<file path="src/rtl/pipeline_hazard_controller.sv">
// Pipeline sequencer: load-use stall, multi-cycle MUL hold and post-branch flush
// for the fetch/decode/execute pipeline, plus a saturating stall-cycle counter.
module pipeline_hazard_controller #(
    parameter int unsigned MUL_LATENCY  = 3,
    parameter int unsigned FLUSH_CYCLES = 2,
    parameter int unsigned CNT_W        = 16
) (
    input  logic             clk,
    input  logic             reset,
    input  logic             dec_valid,
    input  logic [4:0]       dec_rs1,
    input  logic [4:0]       dec_rs2,
    input  logic             dec_uses_rs1,
    input  logic             dec_uses_rs2,
    input  logic             dec_is_load,
    input  logic             dec_is_mul,
    input  logic [4:0]       dec_rd,
    input  logic             branch_taken,
    output logic             stall_fetch,
    output logic             stall_decode,
    output logic             kill_instr,
    output logic             ex_hold,
    output logic             pc_redirect,
    output logic [1:0]       state_o,
    output logic [CNT_W-1:0] stall_count
);

    localparam int unsigned MCNT_W = $clog2(MUL_LATENCY + 1);
    localparam int unsigned FCNT_W = $clog2(FLUSH_CYCLES + 1);

    typedef enum logic [1:0] {
        RUN        = 2'd0,
        LOAD_STALL = 2'd1,
        MUL_WAIT   = 2'd2,
        FLUSH      = 2'd3
    } state_e;

    state_e            state_q, state_d;
    logic [MCNT_W-1:0] mcnt_q, mcnt_d;
    logic [FCNT_W-1:0] fcnt_q, fcnt_d;
    logic              lu_valid_q, lu_valid_d;
    logic [4:0]        lu_rd_q, lu_rd_d;
    logic [CNT_W-1:0]  cnt_q, cnt_d;
    logic              hazard;
    logic              issue;

    assign hazard = lu_valid_q & dec_valid &
                    ((dec_uses_rs1 & (dec_rs1 == lu_rd_q)) |
                     (dec_uses_rs2 & (dec_rs2 == lu_rd_q)));
    assign issue  = dec_valid & ~stall_decode & ~kill_instr;

    // State and sequencing counters
    always_ff @(posedge clk or posedge reset) begin
        if (reset) begin
            state_q <= RUN;
            mcnt_q  <= '0;
            fcnt_q  <= '0;
        end else begin
            state_q <= state_d;
            mcnt_q  <= mcnt_d;
            fcnt_q  <= fcnt_d;
        end
    end

    // Next-state and counter reloads
    always_comb begin
        state_d = state_q;
        mcnt_d  = mcnt_q;
        fcnt_d  = fcnt_q;
        case (state_q)
            RUN, LOAD_STALL: begin
                if (branch_taken) begin
                    if (FLUSH_CYCLES > 1) begin
                        state_d = FLUSH;
                        fcnt_d  = FCNT_W'(FLUSH_CYCLES - 1);
                    end else begin
                        state_d = RUN;
                    end
                end else if (state_q == RUN && hazard) begin
                    state_d = LOAD_STALL;
                end else if (issue && dec_is_mul && MUL_LATENCY > 1) begin
                    state_d = MUL_WAIT;
                    mcnt_d  = MCNT_W'(MUL_LATENCY - 1);
                end else begin
                    state_d = RUN;
                end
            end
            MUL_WAIT: begin
                mcnt_d = mcnt_q - MCNT_W'(1);
                if (mcnt_q == MCNT_W'(1)) begin
                    state_d = RUN;
                end
            end
            FLUSH: begin
                if (branch_taken) begin
                    fcnt_d = FCNT_W'(FLUSH_CYCLES - 1);
                    if (FLUSH_CYCLES == 1) begin
                        state_d = RUN;
                    end
                end else begin
                    fcnt_d = fcnt_q - FCNT_W'(1);
                    if (fcnt_q == FCNT_W'(1)) begin
                        state_d = RUN;
                    end
                end
            end
            default: state_d = RUN;
        endcase
    end

    // Same-cycle pipeline controls; forced low while reset is held
    always_comb begin
        stall_fetch  = 1'b0;
        stall_decode = 1'b0;
        kill_instr   = 1'b0;
        ex_hold      = 1'b0;
        pc_redirect  = 1'b0;
        if (!reset) begin
            case (state_q)
                RUN: begin
                    if (branch_taken) begin
                        kill_instr  = 1'b1;
                        pc_redirect = 1'b1;
                    end else if (hazard) begin
                        stall_fetch  = 1'b1;
                        stall_decode = 1'b1;
                        kill_instr   = 1'b1;
                    end
                end
                LOAD_STALL: begin
                    kill_instr  = branch_taken;
                    pc_redirect = branch_taken;
                end
                MUL_WAIT: begin
                    stall_fetch  = 1'b1;
                    stall_decode = 1'b1;
                    ex_hold      = 1'b1;
                end
                FLUSH: begin
                    kill_instr  = 1'b1;
                    pc_redirect = branch_taken;
                end
                default: ;
            endcase
        end
    end

    assign state_o = state_q;

    // Load scoreboard tracks only the load issued on the previous edge
    always_comb begin
        lu_valid_d = issue & dec_is_load & (dec_rd != 5'd0);
        lu_rd_d    = lu_valid_d ? dec_rd : lu_rd_q;
        cnt_d      = cnt_q;
        if (stall_fetch && cnt_q != {CNT_W{1'b1}}) begin
            cnt_d = cnt_q + CNT_W'(1);
        end
    end

    always_ff @(posedge clk or posedge reset) begin
        if (reset) begin
            lu_valid_q <= 1'b0;
            lu_rd_q    <= '0;
            cnt_q      <= '0;
        end else begin
            lu_valid_q <= lu_valid_d;
            lu_rd_q    <= lu_rd_d;
            cnt_q      <= cnt_d;
        end
    end

    assign stall_count = cnt_q;

endmodule
</file>
<file path="config.mk">
export PLATFORM = sky130hd
export DESIGN_NAME = pipeline_hazard_controller
export DESIGN_NICKNAME = d
export VERILOG_FILES = /design/src/rtl/pipeline_hazard_controller.sv
export SDC_FILE = /design/constraint.sdc
export NUM_CORES = 1
export LEC_CHECK = 0
export ABC_AREA = 1
export BUFFER_PORTS_ARGS = -buffer_cell sky130_fd_sc_hd__buf_2
export CORE_MARGIN = 5
export CORE_UTILIZATION = 45
export CTS_BUF_LIST = sky130_fd_sc_hd__clkbuf_16
export CTS_CLUSTER_DIAMETER = 100
export CTS_CLUSTER_SIZE = 10
export DETAILED_ROUTE_END_ITERATION = 7
export GPL_TIMING_DRIVEN = 0
export HOLD_SLACK_MARGIN = 0.15
export PLACE_DENSITY = 0.7
export SLEW_MARGIN = 20
export SYNTH_ARGS = -nofsm -noshare
export SYNTH_HDL_FRONTEND = slang
export SYNTH_SLANG_ARGS = --single-unit
</file>
<file path="constraint.sdc">
create_clock -name clk -period 2.3 [get_ports clk]
set_input_delay 0.23 -clock clk [delete_from_list [all_inputs] [get_ports clk]]
set_output_delay 0.23 -clock clk [all_outputs]
set_load 0.1 [all_outputs]
</file>
-- After elaboration in Yosys (flattened, before gate mapping)
Index checks and enable logic that the tools add are counted.
- bitwise gates (word level): 11
- muxes and demuxes: 26
- eq/ne operators: 15
- $mul: 0
- $add $sub $neg: 3
- shift operators: 0
- divide/modulo/power cells: 0
- reductions and logical operators: 12
- magnitude comparators: 0
- operators by type and width (kind ; count):
    2-to-1 mux 2 bit ; 11
    adder 16 x 1 -> 16 bit, second input constant ; 1
    != test 16 bit, second input constant ; 1
    != test 2 bit, second input constant ; 7
    equality test 5 bit ; 2
    2-to-1 mux 1 bit ; 9
    bitwise AND 1 bit ; 8
    case mux 2 bit (2 select lines) ; 2
    equality test 2 x 1 -> 1 bit, second input constant ; 3
    case mux 2 bit (3 select lines) ; 1
    nonzero test 5 bit ; 1
    equality test 2 bit, second input constant ; 2
    case mux 1 bit (2 select lines) ; 2
    AND reduction 4 bit ; 1
    nonzero test 2 bit ; 2
    OR reduction 2 bit ; 2
    subtractor 2 x 1 -> 2 bit, second input constant ; 2
    logical AND 1 bit ; 3
    case mux 1 bit (3 select lines) ; 1
    AND reduction 3 bit ; 1
    zero test 2 bit ; 1
    NOT 1 bit ; 2
    AND reduction 2 bit ; 1
    OR 1 bit ; 1
- memories: 0
- input bits: 23
- RAM bits: 0
- register bits after elaboration: 28
- bits in read-only memories: 0
- bits in latches: 0
- output and inout bits: 23

-- Longest topological paths before layout
- depth in word-level cells: 16
- depth in mapped cells: 15
- depth with buffers taken out: 15

-- Worst setup path before layout
No wires, ideal clock.
- path type: flip-flop to output port
- from: register state_q[0] (netlist: state_o[0])
- to: output port pc_redirect
- data required time: 2070 ps
- path slack: -1118 ps
- buffers on the path: 0
- stages on the path, launching flop included: 3
- arrival time: 3188 ps
- cells stage by stage: dfrtp_1 > nor2_1 > nor3_1
- word-level cells in the longest chain between the ends: 4
- elaborated cells on any way between the ends: 6
- classes of those cells: 2 x eq/ne; 2 x mux; 2 x reduce/logical
- ends and longest elaborated chain (element ; RTL line ; RTL):
    from (decl) ; 38 ; state_e state_q, state_d;
    from (signal assigned) ; 59 ; state_q <= state_d;
    equality test 2 bit or equality test 2 x 1 -> 1 bit (tied branches) ; 119 ; case (state_q)
    OR reduction 2 bit (no line) ; n/a ;
    case mux 1 bit (2 select lines) * ; 119 ;
    2-to-1 mux 1 bit * ; 118 ; if (!reset) begin
    to (decl) ; 23 ; output logic pc_redirect,
Mark *: on every way between the ends. The rest lies on a longest branch, timed or not.

-- Final worst setup path
- from: register lu_rd_q[4]
- to: output port stall_decode
- word-level cells in the longest chain between the ends: 8
- elaborated cells on any way between the ends: 10
- classes of those cells: 2 x eq/ne; 4 x mux; 4 x bitwise
- ends and longest elaborated chain (element ; RTL line ; RTL):
    from (decl) ; 42 ; logic [4:0] lu_rd_q, lu_rd_d;
    from (signal assigned) ; 167 ; lu_rd_q <= lu_rd_d;
    equality test 5 bit, on equally long branches ; 48, 49 ;
    bitwise AND 1 bit, on equally long branches ; 48, 49 ;
    OR 1 bit * ; 48 ; ((dec_uses_rs1 & (dec_rs1 == lu_rd_q)) |
    bitwise AND 1 bit * ; 47 ; assign hazard = lu_valid_q & dec_valid &
    2-to-1 mux 1 bit * ; 124 ; end else if (hazard) begin
    2-to-1 mux 1 bit * ; 121 ; if (branch_taken) begin
    case mux 1 bit (2 select lines) * ; 119 ;
    2-to-1 mux 1 bit * ; 118 ;
    to (decl) ; 20 ; output logic stall_decode,
Marks and branches as above.

==> impl_metrics.toml <==
[pwr]
seqPwrFrac_pct = 29.6
p_leak_nw = 1.178
p_per_area_nw_per_um2 = 1269
comb_power_share_pct = 50.8
design_power_total_mw = 2.627
power.internal_mw = 1.319
max-vdd-ir-drop_mv = 0.7614
switching_share_pct = 49.79
clock_power_share_pct = 19.6
switchingPower_mw = 1.308

[synth]
synth.most_common_cell = "nand2_1"
synthArstFlopShare_pct = 100.0
synth_top_family_by_area = "simple AND/OR/NAND/NOR gates"
syn_nets = 239
synthAdderAreaFrac_pct = 2.290
ys.flop_type = "dfrtp_1"
yosysTopAreaCell = "dfrtp_1"
synth_top_cells_by_count = "66 x nand2_1, 31 x inv_1, 28 x dfrtp_1"
yosys-top-cells-area = "dfrtp_1 43%, nand2_1 15%, inv_1 7.1%"
ys_warn_count = 0
synth_edf_count = 0
synth_mux_area_share_pct = 0.6870
synth_seq_cells = 28
syn_inst = 213
seq_area_frac_synth_pct = 42.75
synthDistinctLibCells = 27
synth_compound_area_share_pct = 3.206
synthSimpleGateAreaFrac_pct = 34.66
synthXorXnorAreaFrac_pct = 7.481
synth.top_cell.area_share_pct = 42.75
synth_area_um2 = 1639
synth.avg_cell_area_um2 = 7.695

[finish]
drive_gt1_share_pct = 31.18
multi_input_area_um2 = 799.5
nNetsFinal = 290
regArea_um2 = 711.9
syn2layout_area_growth_pct = 26.34
fillerInstances = 366
antenna_cells = 0
final_core_util_pct = 57.43
final_cells = 311
final_area_um2 = 2071

[floorplanning]
initial_core_util_pct = 45.45
die-width_um = 70.35
die_h_um = 70.35
core_area_um2 = 3606
io_pins = 46
die_area_um2 = 4949
rows = 22

[grt]
grt_pass1_wl_mm = 5.499
grt_usage_pct = 13.48
grt_max_degree = 29
antenna_found_initial = 0
grt_remaining_overflow = 0
grt_pass1_vias = 1277

[placed_design]
dp_hpwl_mm = 2.518
detailed_place.area_um2 = 1947
port_buffers = 45
gp_congestion = 0.8016
place_ws_ps = 274.5
dp.cells = 306

[sta]
fmax_ghz = 0.4839
rsz0062_at_grt = "no"
min_period_ps = 2066
worst_pin_slew_ps = 561.7
holdWs_ps = 178.1
hold_violations = 0
clock-skew-final_ps = 6.378
setup_tns_ps = 0
fin_ws_ps = 233.5
maxSlewViolCount = 0
setup_viol = 0
max-slew-margin-rel_pct = 62.50
fin_crit_sh_pct = 89.85

[clocking]
clk_latency_ps = 260
clockBufferDepth = 2
cts_root_buf = "clkbuf_16"
cts.clk_slew.worst_paths_ps = 70
h-tree-depth = 1
cts_setup_buffers = 0
cts.sinks = 28
cts_buffers = 3
cts_tree = "done"

[run_status]
outcome = "complete, no violations"

[run]
max-cap-violations = 0

[routing]
drc = 0
vias = 1423
dr.pass1.iters = 4
vias_per_cell = 4.576
routedWlPerCell_um = 10.52
drt_iter0_markers = 59
routed_wl_mm = 3.271
final_antenna_net_count = 0

[setup_path]
required_ps = 2070
critPathKind = "reg2out"
rr_startpoint = "stall_count[0]"
start_kind = "register"
cp.arrival_ps = 1840
r2r_end = "stall_count[1]"
reg2reg_slack_ps = 490
critical_path.max_fanout = 4
worst_setup_path_end_kind = "primary output"
r2r_cells = 9

[worst_hold_path]
worstHoldPathType = "in2reg"
hold_end = "lu_rd_q[3]"
hp-start = "dec_rd[3]"
holdPathStages = 3
## per-layer routing
| metal | global-route usage (%) | up-vias | share of wire [%] |
|---|---|---|---|
| li1 | - | 756 | - |
| met1 | 18.42 | 622 | 47 |
| met2 | 21.10 | 41 | 45 |
| met3 | 3.741 | 4 | 6.9 |
| met4 | 3.191 | 0 | 0.89 |
| met5 | 0 | - | 0 |
## sequential cells by signal (all words and copies together), names as in the netlist
name         cells
stall_count     16
lu_rd_q          5
fcnt_q           2
mcnt_q           2
state_o          2
lu_valid_q       1
## timing repair
action                                  CTS  global route
hold endpoints to repair                  0            28
hold buffers                              0             1
gates resized for setup                   0             4
endpoints found under the setup margin    0             2
## power by group through the flow
stage	Clock, mW	Sequential [mW]	Combinational [mW]
2_1_floorplan	0	1.16	0.723
3_3_place_gp	0	0.779	1.32
3_5_place_dp	0	0.785	1.33
4_1_cts	0.521	0.777	1.34
5_1_grt	0.545	0.800	1.45
6_report	0.514	0.778	1.34
## layout make-up
cell class	count	share of cell area [%]
buffer	2	1.088
clock buffer	3	3.625
clock inverter	1	1.450
inverter	33	6.163
multi-input combinational	150	38.61
sequential	28	34.38
tap	48	2.900
timing repair buffer	46	11.78
## cells by family after synthesis
group,Yosys count
AOI/OAI and AO/OA,9
xor gates and xnor gates,14
adders and majority gates,3
buffers and inverters,35
DFF,28
muxes,1
and+or+nand+nor,123
## critical path: stages, from the launching register on
cell and delay (ps):
dfrtp_1 400, inv_1 70, nand2_1 60, nand2_1 50
nor2_1 90, nand3_1 80, nand2_1 90, nand2_2 70
nand2_2 110, nand2_1 130, clkinvlp_4 120, clkbuf_4 320
## cell usage in the layout, fill, tap and decap left out, types with 4 or more instances in the layout
cell type  count
nand2_1       66
buf_2         43
inv_1         29
dfrtp_1       21
nor2_1        19
xor2_1        11
nand3_1        8
nor2_2         7
dfrtp_2        6
o21ai_0        5
nand4_1        4
nor3_1         4
## worst max path at each step
stage                       from  slack (ps)      endpoint
floorplan             state_o[0]          10   stall_fetch
global placement    branch_taken         310   stall_fetch
detailed placement  branch_taken         270   stall_fetch
CTS                   state_o[1]          20   stall_fetch
global route          lu_rd_q[4]          40  stall_decode
finish                lu_rd_q[4]         230  stall_decode
(Power assumes the default switching activity.)
